$ cat src/rtl/lsu_pkg.sv
// Shared definitions for the load/store unit: access-type encodings, FSM states and
// legality/alignment helpers used by lsu_hs and lsu_align.
package lsu_pkg;

    localparam logic [2:0] RW_B  = 3'd0;
    localparam logic [2:0] RW_H  = 3'd1;
    localparam logic [2:0] RW_W  = 3'd2;
    localparam logic [2:0] RW_D  = 3'd3;
    localparam logic [2:0] RW_BU = 3'd4;
    localparam logic [2:0] RW_HU = 3'd5;
    localparam logic [2:0] RW_WU = 3'd6;

    typedef enum logic [1:0] {
        ST_IDLE = 2'd0,
        ST_REQ  = 2'd1,
        ST_WAIT = 2'd2,
        ST_RESP = 2'd3
    } lsu_state_e;

    // Type 7, unsigned stores and 64-bit-only types on a 32-bit datapath are rejected.
    function automatic logic is_legal(input logic [2:0] rw_type, input logic we, input int xlen);
        logic ok;
        ok = 1'b1;
        if (rw_type == 3'd7) begin
            ok = 1'b0;
        end else if (we && (rw_type >= RW_BU)) begin
            ok = 1'b0;
        end else if ((xlen == 32) && ((rw_type == RW_D) || (rw_type == RW_WU))) begin
            ok = 1'b0;
        end else begin
            ok = 1'b1;
        end
        return ok;
    endfunction

    function automatic logic is_aligned(input logic [2:0] rw_type, input logic [2:0] addr_lo);
        logic ok;
        ok = 1'b1;
        case (rw_type)
            RW_H, RW_HU: ok = (addr_lo[0] == 1'b0);
            RW_W, RW_WU: ok = (addr_lo[1:0] == 2'b00);
            RW_D:        ok = (addr_lo == 3'b000);
            default:     ok = 1'b1;
        endcase
        return ok;
    endfunction

endpackage

$ cat src/rtl/lsu_align.sv
// Byte-lane steering for the load/store unit: store byte enables and data placement,
// and load extraction with sign/zero extension.
module lsu_align
    import lsu_pkg::*;
#(
    parameter int XLEN = 64
) (
    input  logic [2:0]                  i_st_type,
    input  logic [$clog2(XLEN/8)-1:0]   i_st_off,
    input  logic [XLEN-1:0]             i_st_wdata,
    output logic [XLEN/8-1:0]           o_be,
    output logic [XLEN-1:0]             o_wdata,
    input  logic [2:0]                  i_ld_type,
    input  logic [$clog2(XLEN/8)-1:0]   i_ld_off,
    input  logic [XLEN-1:0]             i_ld_rdata,
    output logic [XLEN-1:0]             o_ld_data
);

    localparam int NB = XLEN / 8;

    logic [NB-1:0]   w_mask;
    logic [XLEN-1:0] w_shift;

    // Lane mask sized by access width, then moved up to the addressed lane
    always_comb begin
        w_mask = {NB{1'b0}};
        case (i_st_type)
            RW_B, RW_BU: w_mask = NB'(1);
            RW_H, RW_HU: w_mask = NB'(3);
            RW_W, RW_WU: w_mask = NB'(15);
            RW_D:        w_mask = {NB{1'b1}};
            default:     w_mask = {NB{1'b0}};
        endcase
    end

    assign o_be    = w_mask << i_st_off;
    assign o_wdata = i_st_wdata << {i_st_off, 3'b000};
    assign w_shift = i_ld_rdata >> {i_ld_off, 3'b000};

    // Load result: low bytes of the shifted beat, extended per access type
    always_comb begin
        o_ld_data = {XLEN{1'b0}};
        case (i_ld_type)
            RW_B:    o_ld_data = XLEN'($signed(w_shift[7:0]));
            RW_H:    o_ld_data = XLEN'($signed(w_shift[15:0]));
            RW_W:    o_ld_data = XLEN'($signed(w_shift[31:0]));
            RW_BU:   o_ld_data = XLEN'(w_shift[7:0]);
            RW_HU:   o_ld_data = XLEN'(w_shift[15:0]);
            RW_WU:   o_ld_data = XLEN'(w_shift[31:0]);
            RW_D:    o_ld_data = w_shift;
            default: o_ld_data = {XLEN{1'b0}};
        endcase
    end

endmodule

$ cat src/rtl/lsu_hs.sv
// Load/store unit with request/grant/response memory handshake and core stall.
// Optional bus timeout is built when LSU_TIMEOUT_EN is defined.
module lsu_hs
    import lsu_pkg::*;
#(
    parameter int XLEN           = 64,
    parameter int ADDR_W         = 32,
    parameter int TIMEOUT_CYCLES = 255
) (
    input  logic                 clk,
    input  logic                 rst,
    input  logic                 req_valid,
    output logic                 req_ready,
    input  logic                 req_we,
    input  logic [2:0]           req_rw_type,
    input  logic [ADDR_W-1:0]    req_addr,
    input  logic [XLEN-1:0]      req_wdata,
    output logic                 resp_valid,
    output logic [XLEN-1:0]      resp_rdata,
    output logic                 resp_err,
    output logic                 mem_req,
    output logic                 mem_we,
    output logic [ADDR_W-1:0]    mem_addr,
    output logic [XLEN/8-1:0]    mem_be,
    output logic [XLEN-1:0]      mem_wdata,
    input  logic                 mem_gnt,
    input  logic                 mem_rvalid,
    input  logic [XLEN-1:0]      mem_rdata,
    input  logic                 mem_err
);

    localparam int NB   = XLEN / 8;
    localparam int OFFW = $clog2(NB);

    lsu_state_e         r_state;
    logic               r_req_ready;
    logic               r_we;
    logic [2:0]         r_type;
    logic [OFFW-1:0]    r_off;
    logic               r_resp_valid;
    logic               r_resp_err;
    logic [XLEN-1:0]    r_resp_rdata;
    logic               r_mem_req;
    logic               r_mem_we;
    logic [ADDR_W-1:0]  r_mem_addr;
    logic [NB-1:0]      r_mem_be;
    logic [XLEN-1:0]    r_mem_wdata;

    logic               w_ok;
    logic               w_timeout;
    logic [ADDR_W-1:0]  w_addr_aligned;
    logic [NB-1:0]      w_be;
    logic [XLEN-1:0]    w_wdata;
    logic [XLEN-1:0]    w_ld_data;

    assign w_ok           = is_legal(req_rw_type, req_we, XLEN) && is_aligned(req_rw_type, req_addr[2:0]);
    assign w_addr_aligned = {req_addr[ADDR_W-1:OFFW], {OFFW{1'b0}}};

    // Store side works on the incoming request so mem_* can be registered at accept
    lsu_align #(
        .XLEN (XLEN)
    ) u_align (
        .i_st_type  (req_rw_type),
        .i_st_off   (req_addr[OFFW-1:0]),
        .i_st_wdata (req_wdata),
        .o_be       (w_be),
        .o_wdata    (w_wdata),
        .i_ld_type  (r_type),
        .i_ld_off   (r_off),
        .i_ld_rdata (mem_rdata),
        .o_ld_data  (w_ld_data)
    );

`ifdef LSU_TIMEOUT_EN
    localparam int CNT_W = $clog2(TIMEOUT_CYCLES + 1);
    logic [CNT_W-1:0] r_cnt;

    // Cycles spent with a bus transaction outstanding; zero whenever none is
    always_ff @(posedge clk or posedge rst) begin
        if (rst) begin
            r_cnt <= {CNT_W{1'b0}};
        end else if ((r_state == ST_REQ) || (r_state == ST_WAIT)) begin
            r_cnt <= r_cnt + CNT_W'(1);
        end else begin
            r_cnt <= {CNT_W{1'b0}};
        end
    end

    assign w_timeout = (r_cnt == CNT_W'(TIMEOUT_CYCLES - 1));
`else
    assign w_timeout = 1'b0;
`endif

    // Access sequencer; every output is a register updated on state transitions
    always_ff @(posedge clk or posedge rst) begin
        if (rst) begin
            r_state      <= ST_IDLE;
            r_req_ready  <= 1'b1;
            r_we         <= 1'b0;
            r_type       <= 3'd0;
            r_off        <= {OFFW{1'b0}};
            r_resp_valid <= 1'b0;
            r_resp_err   <= 1'b0;
            r_resp_rdata <= {XLEN{1'b0}};
            r_mem_req    <= 1'b0;
            r_mem_we     <= 1'b0;
            r_mem_addr   <= {ADDR_W{1'b0}};
            r_mem_be     <= {NB{1'b0}};
            r_mem_wdata  <= {XLEN{1'b0}};
        end else begin
            case (r_state)
                ST_IDLE: begin
                    if (req_valid) begin
                        r_req_ready <= 1'b0;
                        r_we        <= req_we;
                        r_type      <= req_rw_type;
                        r_off       <= req_addr[OFFW-1:0];
                        if (w_ok) begin
                            r_state     <= ST_REQ;
                            r_mem_req   <= 1'b1;
                            r_mem_we    <= req_we;
                            r_mem_addr  <= w_addr_aligned;
                            r_mem_be    <= w_be;
                            r_mem_wdata <= w_wdata;
                        end else begin
                            // Rejected access answers immediately without touching the bus
                            r_state      <= ST_RESP;
                            r_resp_valid <= 1'b1;
                            r_resp_err   <= 1'b1;
                            r_resp_rdata <= {XLEN{1'b0}};
                        end
                    end
                end
                ST_REQ: begin
                    if (mem_gnt) begin
                        r_state   <= ST_WAIT;
                        r_mem_req <= 1'b0;
                        r_mem_we  <= 1'b0;
                        r_mem_be  <= {NB{1'b0}};
                    end else if (w_timeout) begin
                        r_state      <= ST_RESP;
                        r_mem_req    <= 1'b0;
                        r_mem_we     <= 1'b0;
                        r_mem_be     <= {NB{1'b0}};
                        r_resp_valid <= 1'b1;
                        r_resp_err   <= 1'b1;
                        r_resp_rdata <= {XLEN{1'b0}};
                    end
                end
                ST_WAIT: begin
                    if (mem_rvalid) begin
                        r_state      <= ST_RESP;
                        r_resp_valid <= 1'b1;
                        r_resp_err   <= mem_err;
                        r_resp_rdata <= (mem_err || r_we) ? {XLEN{1'b0}} : w_ld_data;
                    end else if (w_timeout) begin
                        r_state      <= ST_RESP;
                        r_resp_valid <= 1'b1;
                        r_resp_err   <= 1'b1;
                        r_resp_rdata <= {XLEN{1'b0}};
                    end
                end
                ST_RESP: begin
                    r_state      <= ST_IDLE;
                    r_req_ready  <= 1'b1;
                    r_resp_valid <= 1'b0;
                    r_resp_err   <= 1'b0;
                    r_resp_rdata <= {XLEN{1'b0}};
                end
                default: begin
                    r_state      <= ST_IDLE;
                    r_req_ready  <= 1'b1;
                    r_resp_valid <= 1'b0;
                    r_resp_err   <= 1'b0;
                    r_mem_req    <= 1'b0;
                end
            endcase
        end
    end

    assign req_ready  = r_req_ready;
    assign resp_valid = r_resp_valid;
    assign resp_err   = r_resp_err;
    assign resp_rdata = r_resp_rdata;
    assign mem_req    = r_mem_req;
    assign mem_we     = r_mem_we;
    assign mem_addr   = r_mem_addr;
    assign mem_be     = r_mem_be;
    assign mem_wdata  = r_mem_wdata;

endmodule
$ cat config.mk
export PLATFORM = sky130hd
export DESIGN_NAME = lsu_hs
export DESIGN_NICKNAME = d
export VERILOG_FILES = /design/src/rtl/lsu_pkg.sv /design/src/rtl/lsu_align.sv /design/src/rtl/lsu_hs.sv
export SDC_FILE = /design/constraint.sdc
export NUM_CORES = 1
export LEC_CHECK = 0
export ABC_AREA = 1
export BUFFER_PORTS_ARGS = -buffer_cell sky130_fd_sc_hd__buf_2
export CORE_MARGIN = 4
export CORE_UTILIZATION = 52
export CTS_CLUSTER_SIZE = 25
export DETAILED_ROUTE_END_ITERATION = 10
export GPL_TIMING_DRIVEN = 0
export PLACE_DENSITY = 0.79
export SLEW_MARGIN = 20
export SYNTH_ARGS = -nofsm -noshare
export SYNTH_HDL_FRONTEND = slang
export SYNTH_SLANG_ARGS = --single-unit
$ cat constraint.sdc
create_clock -name clk -period 6.8 [get_ports clk]
set_input_delay 1.36 -clock clk [delete_from_list [all_inputs] [get_ports clk]]
set_output_delay 1.36 -clock clk [all_outputs]
set_load 0.02 [all_outputs]
==> Implementation_results.wiki <==
{| class="wikitable"
! Metric !! Value
|-
| Via count || 13288
|-
| Layout area overhead || 24.6%
|-
| Cell Rows || 52
|-
| Clock insertion delay at the later pin of the skew report || 0.46 ns
|-
| Vias per cell || 5.74
|-
| Outcome || complete, no violations
|-
| Largest net degree at the start of global routing || 100
|-
| Number of buffers created by CTS || 17
|-
| Kind of end point of the critical path || flip-flop
|-
| Number of filler cells placed in the layout || 1848
|-
| Resized cells post-CTS || 0
|-
| Unrepaired setup endpoints after global routing || no
|-
| Setup TNS Final || 0 ns
|-
| Dominant delay contributor by cell family on the critical path || simple AND/OR/NAND/NOR gates
|-
| Portion of synthesized cell area occupied by the leading cell type || 40.6%
|-
| Vias in the first global route || 12836
|-
| Share of total power in the clock network || 17.7%
|-
| Initial core utilization || 53.6%
|-
| Post-CTS setup buffer count || 0
|-
| Post-route ant nets || 0
|-
| Minimum setup slack after placement || 3.57 ns
|-
| Wire length of the first global-routing pass || 70200 µm
|-
| Critical-path top delay cell || sky130_fd_sc_hd__buf_2
|-
| Number of DRC violations after detailed-routing iteration 0 || 1454
|-
| Tightest slew margin relative to the limit || 52.4%
|-
| Maximum level of the CTS H-tree || 4
|-
| Ant diodes || 0
|-
| Number of pins with negative max-slew slack in the final report || 0
|-
| Root Buffer Master || sky130_fd_sc_hd__clkbuf_16
|-
| Category of the worst setup path launch point || input pin
|-
| Required time of the worst setup path || 7.19 ns
|-
| Clk buf depth || 2
|-
| Antenna violations before repair || 0
|-
| Number of input and output port buffers inserted || 336
|-
| Crit Path Max Fanout || 10
|-
| Max Cap Viol || 0
|-
| Setup violators final || 0
|-
| Sinks on the clock net || 179
|-
| Post-Synthesis Cells || 1676
|-
| Die Ht || 153 µm
|-
| Remaining DRCs || 0
|-
| Share of power burned in combinational logic || 54.1%
|-
| Total power || 6.10 mW
|-
| Shortest clock period the worst path allows after layout || 2.86 ns
|-
| Number of detailed-route iterations in the first pass || 8
|-
| Distinct cell type count of the synthesized netlist || 31
|-
| Biggest area consumer among synthesized cells || sky130_fd_sc_hd__dfrtp_1
|-
| Average cell area after synthesis || 6.55 µm²
|-
| Crit path setup slack, layout || 3.94 ns
|-
| GRT Total Usage || 37.9%
|-
| Power per cell area || 446 mW/mm²
|-
| Overall overflow remaining after global route || 0
|-
| Share of the core filled with cells in the final layout || 66.8%
|-
| Worst setup path class || in -> reg
|-
| Weighted congestion at the end of routability-driven global placement || 1.05
|-
| Wire length per cell || 19.8 µm
|-
| Hold_buf cts || 0
|-
| Sequential share of power || 28.2%
|-
| Most instantiated flip-flop cell in the synthesis netlist || sky130_fd_sc_hd__dfrtp_1
|-
| Number of top-level design ports || 343
|-
| TritonCTS clock tree || yes
|-
| Final cycle utilization of the critical path || 42.0%
|-
| Worst-Margin Slew || 0.706 ns
|-
| Die width || 153 µm
|-
| Net switching share of the total power || 51.5%
|-
| Clock transition at the registers of the reported paths || 0.08 ns
|-
| Final layout net count || 2208
|-
| Static Leakage || 7.94 nW
|-
| Combined buffer and inverter count along the critical path || 2
|-
| Post-synth design cell area || 0.0110 mm²
|-
| CP cell instances || clkbuf_1 -> nor2_1 -> nand3_1 -> nand4_1 -> nand2_1 -> nand2_2 -> nor2_4 -> buf_2 -> nand2_1 -> nand2_1
|-
| Hold WC Path Type || reg -> reg
|-
| Final Hold Violating Endpoints || 0
|-
| Fraction of final layout cells with drive strength greater than 1 || 22.1%
|-
| Net load switching power || 3.14 mW
|-
| Core Box Area || 0.0205 mm²
|-
| Internal Dissipation || 2.96 mW
|-
| Number of flops mapped to enable cells by yosys || 0
|-
| Data arrival time of the worst path || 3.25 ns
|-
| Highest ir drop seen on vdd || 0.000227 V
|-
| Seq/Total Area, Yosys || 40.8%
|-
| Die Area || 0.0235 mm²
|-
| Critical Path Max Stage Delay || 0.35 ns
|-
| Synth Register Bits || 179
|-
| Post-route clock skew || 0.0118 ns
|-
| Most used cell along the critical path || sky130_fd_sc_hd__nand2_1
|-
| Share of synthesized flip-flops with an asynchronous set or reset || 100%
|-
| Ranking of synthesized cells by area || sky130_fd_sc_hd__dfrtp_1 41%, sky130_fd_sc_hd__nand2_1 29%, sky130_fd_sc_hd__nand3_1 7.4%, sky130_fd_sc_hd__o21ai_0 5.9%, sky130_fd_sc_hd__buf_2 2.3%
|-
| Number of warnings reported in the yosys synthesis log || 0
|-
| Hpwl dp || 35700 µm
|-
| Max Clock Freq || 350 MHz
|-
| Total wire length || 45800 µm
|}
==> registers in the layout, indices dropped and copies added, names as in the netlist, 2 cells and up <==
register    flops
mem_wdata      64
resp_rdata     64
mem_addr       29
mem_be          8
r_off           3
r_type          3
r_state         2
==> cells in the mapped netlist, types with 2 or more instances <==
master,instances
sky130_fd_sc_hd__dfrtp_1,178
sky130_fd_sc_hd__nand2_2,2
sky130_fd_sc_hd__nor3_1,10
sky130_fd_sc_hd__nand3_1,163
sky130_fd_sc_hd__buf_2,50
sky130_fd_sc_hd__inv_1,41
sky130_fd_sc_hd__clkbuf_1,52
sky130_fd_sc_hd__nand4_1,37
sky130_fd_sc_hd__a31oi_1,3
sky130_fd_sc_hd__ha_1,4
sky130_fd_sc_hd__o211ai_1,21
sky130_fd_sc_hd__o21ai_0,129
sky130_fd_sc_hd__a21oi_1,9
sky130_fd_sc_hd__buf_1,14
sky130_fd_sc_hd__buf_4,8
sky130_fd_sc_hd__mux2i_1,17
sky130_fd_sc_hd__o21ai_1,3
sky130_fd_sc_hd__o22ai_1,2
sky130_fd_sc_hd__nor2_1,54
sky130_fd_sc_hd__or2_2,11
sky130_fd_sc_hd__nand2_1,852
sky130_fd_sc_hd__inv_2,7
==> kinds of logic (layout without fill, tap and decap cells) <==
logic type | Yosys count | after routing | share of synthesized area [%]
DFF | 179 | 179 | 40.8
other | 1 | 3 | 0.0342
muxes | 17 | 17 | 1.55
and+or+nand+nor | 1132 | 1132 | 42.0
adders and majority gates | 4 | 4 | 0.456
buffers and inverters | 172 | 541 | 6.73
AOI/OAI and AO/OA | 171 | 171 | 8.44
==> layout make-up <==
| cell class | instances | area [µm²] | area share [%] |
|---|---|---|---|
| repair buffers | 337 | 1710 | 12.5 |
| well taps | 270 | 338 | 2.47 |
| clock buffers | 17 | 425 | 3.11 |
| inverters | 48 | 188 | 1.37 |
| plain buffers | 124 | 558 | 4.08 |
| flip-flops and latches | 179 | 4480 | 32.8 |
| multi-input cells | 1327 | 5760 | 42.1 |
| clock inverters | 15 | 218 | 1.59 |
==> power groups by stage <==
stage | Sequential, mW | Combinational, mW | Clock, mW
after floorplan | 2.16 | 1.60 | 0
after global placement | 1.71 | 3.17 | 0
after detailed placement | 1.72 | 3.22 | 0
after CTS | 1.71 | 3.24 | 1.08
after global routing | 1.76 | 3.57 | 1.13
final | 1.72 | 3.30 | 1.08
==> worst paths after layout <==
check / start / end / slack, ns / depth (start not counted)
worst max-delay path: req_addr[0] / resp_rdata[4] / 3.94 / 10
worst min-delay path: req_ready / req_ready / 0.47 / 2
worst max register to register: r_state[0] / resp_rdata[4] / 4.45 / 10
worst min register to register: req_ready / req_ready / 0.47 / 2
max in group asynchronous: rst / req_ready / 4.88 / 3
min in group asynchronous: rst / mem_addr[19] / 1.01 / 2
==> cells in the final DEF, fill, tap and decap left out, types with 21 or more instances in the layout <==
cell and instances:
sky130_fd_sc_hd__nand2_1 852, sky130_fd_sc_hd__dfrtp_1 178, sky130_fd_sc_hd__inv_1 40, sky130_fd_sc_hd__o21ai_0 129, sky130_fd_sc_hd__nor2_1 54, sky130_fd_sc_hd__nand3_1 163, sky130_fd_sc_hd__buf_2 386, sky130_fd_sc_hd__o211ai_1 21
sky130_fd_sc_hd__clkbuf_1 52, sky130_fd_sc_hd__nand4_1 37
==> per-stage QoR <==
stage | cell area, µm² | cells | hold WS, ns
floorplan | 11000 | 1678 | 0.454
detailed placement | 13000 | 2285 | 0.453
global placement | 13000 | 2284 | 0.450
global route | 13700 | 2317 | 0.488
finish | 13700 | 2317 | 0.471
CTS | 13700 | 2317 | 0.474
==> worst register-to-register path: stages (launching register included) <==
cell	delay [ns]
sky130_fd_sc_hd__dfrtp_1	0.38
sky130_fd_sc_hd__inv_1	0.08
sky130_fd_sc_hd__ha_1	0.27
sky130_fd_sc_hd__inv_1	0.07
sky130_fd_sc_hd__nor2_1	0.05
sky130_fd_sc_hd__nor3_1	0.25
sky130_fd_sc_hd__nand2_2	0.28
sky130_fd_sc_hd__nor2_4	0.35
sky130_fd_sc_hd__buf_2	0.35
sky130_fd_sc_hd__nand2_1	0.14
sky130_fd_sc_hd__nand2_1	0.08
==> routing by layer <==
layer  wire [µm]  global-route usage (%)
met1       17300                    47.8
met2       21800                    63.9
met3        4280                    6.22
met4        2340                    17.9
met5           0                       0
Note: power is estimated with default switching activity, not from simulation.
